<file path="src/rtl/ray_frame_scheduler_pkg.sv">
// Shared definitions for the ray-marcher frame scheduler: default screen geometry,
// scheduler state encoding and the Q8.24 light-position type.
package ray_frame_scheduler_pkg;

    localparam int DEF_SCREEN_WIDTH  = 640;
    localparam int DEF_SCREEN_HEIGHT = 480;
    localparam int DEF_CREDITS       = 16;
    localparam int DEF_X_W           = 10;
    localparam int DEF_Y_W           = 9;

    typedef enum logic [1:0] {
        IDLE  = 2'd0,
        LOAD  = 2'd1,
        RUN   = 2'd2,
        DRAIN = 2'd3
    } sched_state_t;

    typedef logic [31:0] q8_24_t;

endpackage

</file>
<file path="src/rtl/ray_frame_scheduler_credit_counter.sv">
// Up/down in-flight counter with a saturation guard at MAX and a sticky flag that
// records any decrement requested while the counter is already empty.
module credit_counter #(
    parameter int MAX   = 16,
    parameter int CNT_W = $clog2(MAX + 1)
) (
    input  logic             clk,
    input  logic             rst_n,
    input  logic             inc,
    input  logic             dec,
    output logic [CNT_W-1:0] count,
    output logic             full,
    output logic             underflow
);

    localparam logic [CNT_W-1:0] MAX_CNT = CNT_W'(MAX);

    logic inc_ok;
    logic dec_ok;

    assign dec_ok = dec && (count != '0);
    assign inc_ok = inc && (count != MAX_CNT);
    assign full   = (count == MAX_CNT);

    always_ff @(posedge clk or negedge rst_n) begin
        if (!rst_n) begin
            count     <= '0;
            underflow <= 1'b0;
        end else begin
            case ({inc_ok, dec_ok})
                2'b10:   count <= count + CNT_W'(1);
                2'b01:   count <= count - CNT_W'(1);
                default: count <= count;
            endcase
            // An empty-counter retire is dropped; only the flag remembers it.
            if (dec && (count == '0)) begin
                underflow <= 1'b1;
            end
        end
    end

endmodule

</file>
<file path="src/rtl/ray_frame_scheduler.sv">
// Frame sequencer for the ray-marcher: raster-issues pixel coordinates under credit
// flow control and latches the light position once per frame.
module ray_frame_scheduler
    import ray_frame_scheduler_pkg::*;
#(
    parameter int SCREEN_WIDTH  = DEF_SCREEN_WIDTH,
    parameter int SCREEN_HEIGHT = DEF_SCREEN_HEIGHT,
    parameter int CREDITS       = DEF_CREDITS,
    parameter int X_W           = DEF_X_W,
    parameter int Y_W           = DEF_Y_W,
    parameter int CNT_W         = $clog2(CREDITS + 1)
) (
    input  logic             out_stream_aclk,
    input  logic             periph_resetn,
    input  logic             cfg_enable,
    input  logic             cfg_single,
    input  q8_24_t           cfg_light_x,
    input  q8_24_t           cfg_light_y,
    input  q8_24_t           cfg_light_z,
    output q8_24_t           light_x,
    output q8_24_t           light_y,
    output q8_24_t           light_z,
    output logic             issue_valid,
    input  logic             issue_ready,
    output logic [X_W-1:0]   issue_x,
    output logic [Y_W-1:0]   issue_y,
    output logic             issue_sof,
    output logic             issue_eol,
    input  logic             retire,
    output logic             busy,
    output logic             frame_done,
    output logic [CNT_W-1:0] inflight,
    output logic [15:0]      frame_count,
    output logic             retire_err,
    output sched_state_t     state_dbg
);

    if (SCREEN_WIDTH > (1 << X_W)) begin : g_bad_x_w
        $error("SCREEN_WIDTH does not fit in X_W bits");
    end
    if (SCREEN_HEIGHT > (1 << Y_W)) begin : g_bad_y_w
        $error("SCREEN_HEIGHT does not fit in Y_W bits");
    end

    localparam logic [X_W-1:0] X_LAST = X_W'(SCREEN_WIDTH - 1);
    localparam logic [Y_W-1:0] Y_LAST = Y_W'(SCREEN_HEIGHT - 1);

    sched_state_t   state;
    sched_state_t   state_nxt;
    logic [X_W-1:0] x_q;
    logic [Y_W-1:0] y_q;
    logic           credit_full;
    logic           issue_fire;
    logic           last_x;
    logic           last_y;

    // Issue channel: a coordinate transfers on any cycle with issue_valid && issue_ready;
    // once valid is high it stays high with x/y/sof/eol frozen until that transfer.
    assign issue_fire = issue_valid & issue_ready;
    assign last_x     = (x_q == X_LAST);
    assign last_y     = (y_q == Y_LAST);

    credit_counter #(
        .MAX   (CREDITS),
        .CNT_W (CNT_W)
    ) u_credits (
        .clk       (out_stream_aclk),
        .rst_n     (periph_resetn),
        .inc       (issue_fire),
        .dec       (retire),
        .count     (inflight),
        .full      (credit_full),
        .underflow (retire_err)
    );

    always_ff @(posedge out_stream_aclk or negedge periph_resetn) begin
        if (!periph_resetn) begin
            state <= IDLE;
        end else begin
            state <= state_nxt;
        end
    end

    always_comb begin
        state_nxt   = state;
        issue_valid = 1'b0;
        frame_done  = 1'b0;
        case (state)
            IDLE: begin
                if (cfg_enable || cfg_single) begin
                    state_nxt = LOAD;
                end
            end
            LOAD: begin
                state_nxt = RUN;
            end
            RUN: begin
                issue_valid = !credit_full;
                if (issue_fire && last_x && last_y) begin
                    state_nxt = DRAIN;
                end
            end
            DRAIN: begin
                if (inflight == '0) begin
                    frame_done = 1'b1;
                    state_nxt  = cfg_enable ? LOAD : IDLE;
                end
            end
            default: begin
                state_nxt = IDLE;
            end
        endcase
    end

    always_ff @(posedge out_stream_aclk or negedge periph_resetn) begin
        if (!periph_resetn) begin
            x_q         <= '0;
            y_q         <= '0;
            light_x     <= '0;
            light_y     <= '0;
            light_z     <= '0;
            frame_count <= '0;
        end else begin
            if (state == LOAD) begin
                light_x <= cfg_light_x;
                light_y <= cfg_light_y;
                light_z <= cfg_light_z;
                x_q     <= '0;
                y_q     <= '0;
            end else if (issue_fire) begin
                if (last_x) begin
                    x_q <= '0;
                    y_q <= last_y ? '0 : y_q + Y_W'(1);
                end else begin
                    x_q <= x_q + X_W'(1);
                end
            end
            if (frame_done) begin
                frame_count <= frame_count + 16'd1;
            end
        end
    end

    // Markers are qualified by valid so they read 0 whenever nothing is offered.
    assign issue_x   = x_q;
    assign issue_y   = y_q;
    assign issue_sof = issue_valid && (x_q == '0) && (y_q == '0);
    assign issue_eol = issue_valid && last_x;
    assign busy      = (state != IDLE);
    assign state_dbg = state;

endmodule

</file>
<file path="config.mk">
export PLATFORM = sky130hd
export DESIGN_NAME = ray_frame_scheduler
export DESIGN_NICKNAME = d
export VERILOG_FILES = /design/src/rtl/ray_frame_scheduler_pkg.sv /design/src/rtl/ray_frame_scheduler_credit_counter.sv /design/src/rtl/ray_frame_scheduler.sv
export SDC_FILE = /design/constraint.sdc
export NUM_CORES = 1
export LEC_CHECK = 0
export ABC_AREA = 1
export BUFFER_PORTS_ARGS = -buffer_cell sky130_fd_sc_hd__clkbuf_2
export CAP_MARGIN = 20
export CORE_UTILIZATION = 45
export DETAILED_ROUTE_END_ITERATION = 8
export PLACE_DENSITY = 0.82
export SETUP_SLACK_MARGIN = 0.1
export SYNTH_ARGS = -nofsm -noshare
export SYNTH_HDL_FRONTEND = slang
export SYNTH_SLANG_ARGS = --single-unit
export TNS_END_PERCENT = 30
</file>
<file path="constraint.sdc">
create_clock -name out_stream_aclk -period 5.53 [get_ports out_stream_aclk]
set_input_delay 0.2765 -clock out_stream_aclk [delete_from_list [all_inputs] [get_ports out_stream_aclk]]
set_output_delay 0.2765 -clock out_stream_aclk [all_outputs]
set_load 0.1 [all_outputs]
</file>
======== Yosys cells after proc, flatten, opt, wreduce, memory -nomap -nowiden ========
Cells that the tools add are included.
operators by class
  $add $sub $neg .......................... 5
  multiplexer cells ....................... 16
  reductions and logical operators ........ 21
  equality and inequality tests ........... 12
  bitwise logic cells ..................... 1
operators with widths
  kind                   number
  $mux 9                 4
  $mux 10                3
  $add 16x1->16 const B  1
  $add 10x1->10 const B  1
  $eq 10x10->1 const B   1
  $logic_not 10->1       1
  $pmux 5 s2             1
  $add 9x1->9 const B    1
  $eq 9x9->1 const B     1
  $logic_not 9->1        1
  $logic_and 1x1->1      8
  $pmux 2 s4             1
  $reduce_bool 2->1      4
  $eq 2x2->1 const B     3
  $mux 2                 3
  $ne 2x2->1 const B     3
  $add 5x1->5 const B    1
  $eq 5x5->1 const B     1
  $logic_not 5->1        1
  $ne 5x5->1 const B     1
  $reduce_bool 5->1      1
  $sub 5x1->5 const B    1
  $eq 2x1->1 const B     2
  $mux 1                 4
  6 further kinds        6
word-level totals
  input port bits ......................... 102
  bits in registers ....................... 139
  word-level logic and storage cells ...... 64

======== Longest topological paths before layout ========
  depth after elaboration ................. 8
  gate-level depth with buffers ........... 14
  mapped depth without buffers ............ 14

======== By module ========
A second synthesis with hierarchy kept.
second synthesis, totals
  cells, all modules ...................... 744
  area, all modules ....................... 6193.4 µm²
modules (own cells, without submodules)
  module               instances  area an instance (µm²)  cells an instance
  ray_frame_scheduler  1          5765.5                  686
  credit_counter       1          427.9                   58

======== Worst setup path before layout ========
OpenSTA, ideal clock, no wires.
  kind .................................... register to output
  start point ............................. register x_q[1] (netlist: issue_x[1])
  end point ............................... output port issue_eol
  required time ........................... 5.253 ns
  buffers on the path ..................... 0
  stages on the path, launching flop included .. 4
  path slack .............................. 2.516 ns
  arrival ................................. 2.737 ns
  path through ............................ dfrtp_1 -> ha_1 -> nand3_4 -> nor2_1
between the ends
  longest elaborated chain between the ends .. 2
RTL lines
  item                      line                        RTL
  start: declaration        ray_frame_scheduler.sv:50   logic [X_W-1:0] x_q;
  start signal: assignment  ray_frame_scheduler.sv:135  x_q <= x_q + X_W'(1);
  $eq 10x10->1              ray_frame_scheduler.sv:60   assign last_x = (x_q == X_LAST);
  $logic_and 1x1->1         ray_frame_scheduler.sv:148  assign issue_eol = issue_valid && last_x;
  end: declaration          ray_frame_scheduler.sv:28   output logic issue_eol,
Every way passes these cells.

======== Worst setup path after layout ========
  start point ............................. register state[0] (netlist: state_dbg[0])
  end point ............................... output port frame_done
between the ends
  longest elaborated chain between the ends .. 2
RTL lines
  item                      line                       RTL
  start: declaration        ray_frame_scheduler.sv:48  sched_state_t state;
  start signal: assignment  ray_frame_scheduler.sv:80  state <= state_nxt;
  $eq 2x2->1                ray_frame_scheduler.sv:88  case (state)
  $mux 1                    ray_frame_scheduler.sv:88
  end: declaration          ray_frame_scheduler.sv:31  output logic frame_done,
Every way passes these cells.

==> metrics.md <==
| Metric | Value |
|---|---|
| Run status | `completed` |
| Proportion of layout cells with a drive suffix above 1 | `0.3078` |
| Path type of the worst min-delay path | `in2reg` |
| Largest buffer count on any clock path | `2` |
| Flip-flop and latch area | `3478 sq um` |
| Wire length of the first global-routing pass | `24.94 mm` |
| Synth Flop Type | `sky130_fd_sc_hd__dfrtp_1` |
| IO buf count | `245` |
| Hold Path End | `light_z[29]` |
| Transition time at the pin with the least slew margin | `0.9476 ns` |
| Deepest level of the CTS H-tree | `4` |
| Launching point of the worst reg2reg path | `state_dbg[0]` |
| Clock tree from TritonCTS | `built` |
| Share of Yosys cell area claimed by the top area cell type | `0.5592` |
| Critical Setup Path Class | `reg2out` |
| Hold path cells | `3` |
| Total of warnings raised by yosys | `0` |
| Pin count of the biggest net entering global routing | `97` |
| Worst-skew pair later-pin latency | `0.42 ns` |
| Net Count, Synth | `853` |
| Setup TNS Final | `0 ns` |
| Syn Std Cell Area | `6220 sq um` |
| Avg Inst Size Synth | `8.428 sq um` |
| Async set-or-reset flop fraction in the synthesized netlist | `1.000` |
| Launch point of the worst hold path | `cfg_light_z[29]` |
| Cell row count | `42` |
| Highest Clock Rate | `376.7 MHz` |
| Setup slack of the worst register-to-register path | `3.16 ns` |
| Antenna Nets Post-Route | `0` |
| Kind of end point of the critical path | `output port` |
| Die width | `119.6 um` |
| Cell types with the highest counts after synthesis | `sky130_fd_sc_hd__nand2_1 (367), sky130_fd_sc_hd__dfrtp_1 (139), sky130_fd_sc_hd__inv_1 (42)` |
| Number of synthesized register bits | `139` |
| Quantity of hold-fixing buffers added after cts | `1` |
| Number of flops mapped to enable cells by yosys | `0` |
| Placed wire-length estimate after detailed placement | `11.04 mm` |
| CTS-repair resized insts | `0` |
| Number of antenna violations at the first check in global routing | `0` |
| Nets | `1,096` |
| Final setup skew | `0.009397 ns` |
| Vias in the first global route | `5,381` |
| Filler instances | `1,210` |
| Final setup viols | `0` |
| Slew Limit Fails | `0` |
| DR pass1 iterations | `5` |
| Minimum setup slack in the final design | `2.876 ns` |
| Clock buffer count from CTS | `17` |
| Die area | `14,300 sq um` |
| Final RePlAce weighted congestion | `0.8484` |
| GRT Total Usage | `0.2227` |
| Number of vias per cell after detailed routing | `4.779` |
| Core footprint | `13,350 sq um` |
| Die Y-Extent | `119.6 um` |
| Count leader, synth | `sky130_fd_sc_hd__nand2_1` |
| Slew margin rel. | `0.3683` |
| Count of distinct cell types in the synthesized netlist | `36` |
| Arrival time reported for the critical path endpoint | `2.38 ns` |
| Clock-pin slew on the worst setup and hold paths | `0.06 ns` |
| R2R cell count | `13` |
| Starting DRT DRC Count | `238` |
| Initial core utilization | `0.4660` |
| Diode insertion count for antenna repair | `0` |
| Clock net sink count | `139` |
| Proportion of synthesized chip area in sequential cells | `0.5592` |
| Vias | `5,591` |
| Root Buffer | `sky130_fd_sc_hd__clkbuf_16` |
| Data required time at the worst endpoint | `5.25 ns` |
| Reported max-cap violation count | `0` |
| Gate count of the mapped netlist | `738` |
| Count of unresolved DRC violations after routing | `0` |
| Post-CTS setup buffer count | `0` |
| Terminus of the critical flop-to-flop path | `u_credits.count[4]` |
| WL per Instance | `13.05 um` |
| Final WL | `15.27 mm` |
| Area growth from synthesis to final layout | `31.99%` |
| Multi-input gate area | `2465 sq um` |
| Final period util | `0.4800` |
| CP startpoint kind | `flip-flop` |
| Worst slack at placement | `3.180 ns` |
| Biggest area contributors in the synthesized netlist | `sky130_fd_sc_hd__dfrtp_1 (56%), sky130_fd_sc_hd__nand2_1 (22%), sky130_fd_sc_hd__ha_1 (2.6%), sky130_fd_sc_hd__inv_1 (2.5%), sky130_fd_sc_hd__xor2_1 (2.4%)` |
| GR Overflow Total | `0` |
| Count of boundary I/O pins | `246` |
| Worst-path maximum fanout | `11` |
| RSZ-0062 raised after global routing | `false` |
| Hold violation total from the final report | `0` |
| Library cell occupying the most area in the post-synthesis netlist | `sky130_fd_sc_hd__dfrtp_1` |
| Share of the core filled with cells | `0.6150` |
| Crit path time final | `2.654 ns` |
-- metal layers --
| metal | share of wire | routed length, um | track usage | vias to the layer above |
|---|---|---|---|---|
| met5 | 0 | 0 | 0 | - |
| met4 | 0.023 | 348 | 0.09531 | 0 |
| met3 | 0.071 | 1085 | 0.06559 | 27 |
| met2 | 0.50 | 7560 | 0.3804 | 210 |
| met1 | 0.41 | 6278 | 0.2599 | 2580 |
| li1 | - | - | - | 2774 |
-- logic make-up after synthesis --
kind of cell,Yosys count,synth area share
and+or+nand+nor,464,0.3096
DFF,139,0.5592
buffers and inverters,70,0.04647
AOI/OAI and AO/OA,31,0.02897
adders and majority gates,13,0.02615
xor gates and xnor gates,21,0.02957
-- worst max-delay path, cell delays in order, from the launching register on --
cell and delay [ns]:
sky130_fd_sc_hd__dfrtp_1 0.50, sky130_fd_sc_hd__ha_1 0.28, sky130_fd_sc_hd__inv_1 0.05, sky130_fd_sc_hd__nor2_1 0.56, sky130_fd_sc_hd__clkbuf_2 0.58
-- final cells by class --
type	count	share of cell area
multi-input combinational	529	0.3003
clock inverter	12	0.01707
tap	176	0.02683
clock buffer	20	0.05441
timing repair buffer	250	0.1574
sequential	139	0.4237
inverter	44	0.02027
-- metrics by stage --
step	instances	hold slack, ns	area [sq um]
6_report	1170	0.05124	8209
2_1_floorplan	738	-0.01909	6220
4_1_cts	1169	0.03741	8182
5_1_grt	1170	0.04925	8209
3_5_place_dp	1136	0.2565	7585
3_3_place_gp	1136	0.2591	7585
-- flip-flops by register name (all words and copies together) (netlist names) --
| name | cells |
|---|---|
| light_y | 32 |
| issue_x | 10 |
| u_credits.count | 5 |
| light_z | 32 |
| frame_count | 16 |
| light_x | 32 |
| issue_y | 9 |
| u_credits.underflow | 1 |
| state_dbg | 2 |
-- cell usage in the layout, fill, tap and decap left out, drive strengths merged, types with 2 or more instances in the layout --
cell type	synthesis	layout
a21oi	11	11
buf	11	5
bufinv	0	2
clkbuf	15	264
clkinv	0	5
clkinvlp	0	3
dfrtp	139	139
ha	13	13
inv	44	46
nand2	377	377
nand3	30	30
nand4	8	8
nor2	38	38
nor3	8	8
nor4	2	2
o21ai	13	13
xnor2	4	4
xor2	17	17
-- how the worst max path moves through the flow --
stage,cells past startpoint,start,end
CTS,4,state_dbg[0],frame_done
finish,4,state_dbg[0],frame_done
global route,4,state_dbg[0],frame_done
floorplan,3,issue_x[1],issue_eol
global placement,13,state_dbg[0],u_credits.count[4]
detailed placement,13,state_dbg[0],u_credits.count[4]
Power is left out: the tool's default activity adds up to more than one toggle a clock period on the data nets, which glitch-free logic cannot reach.
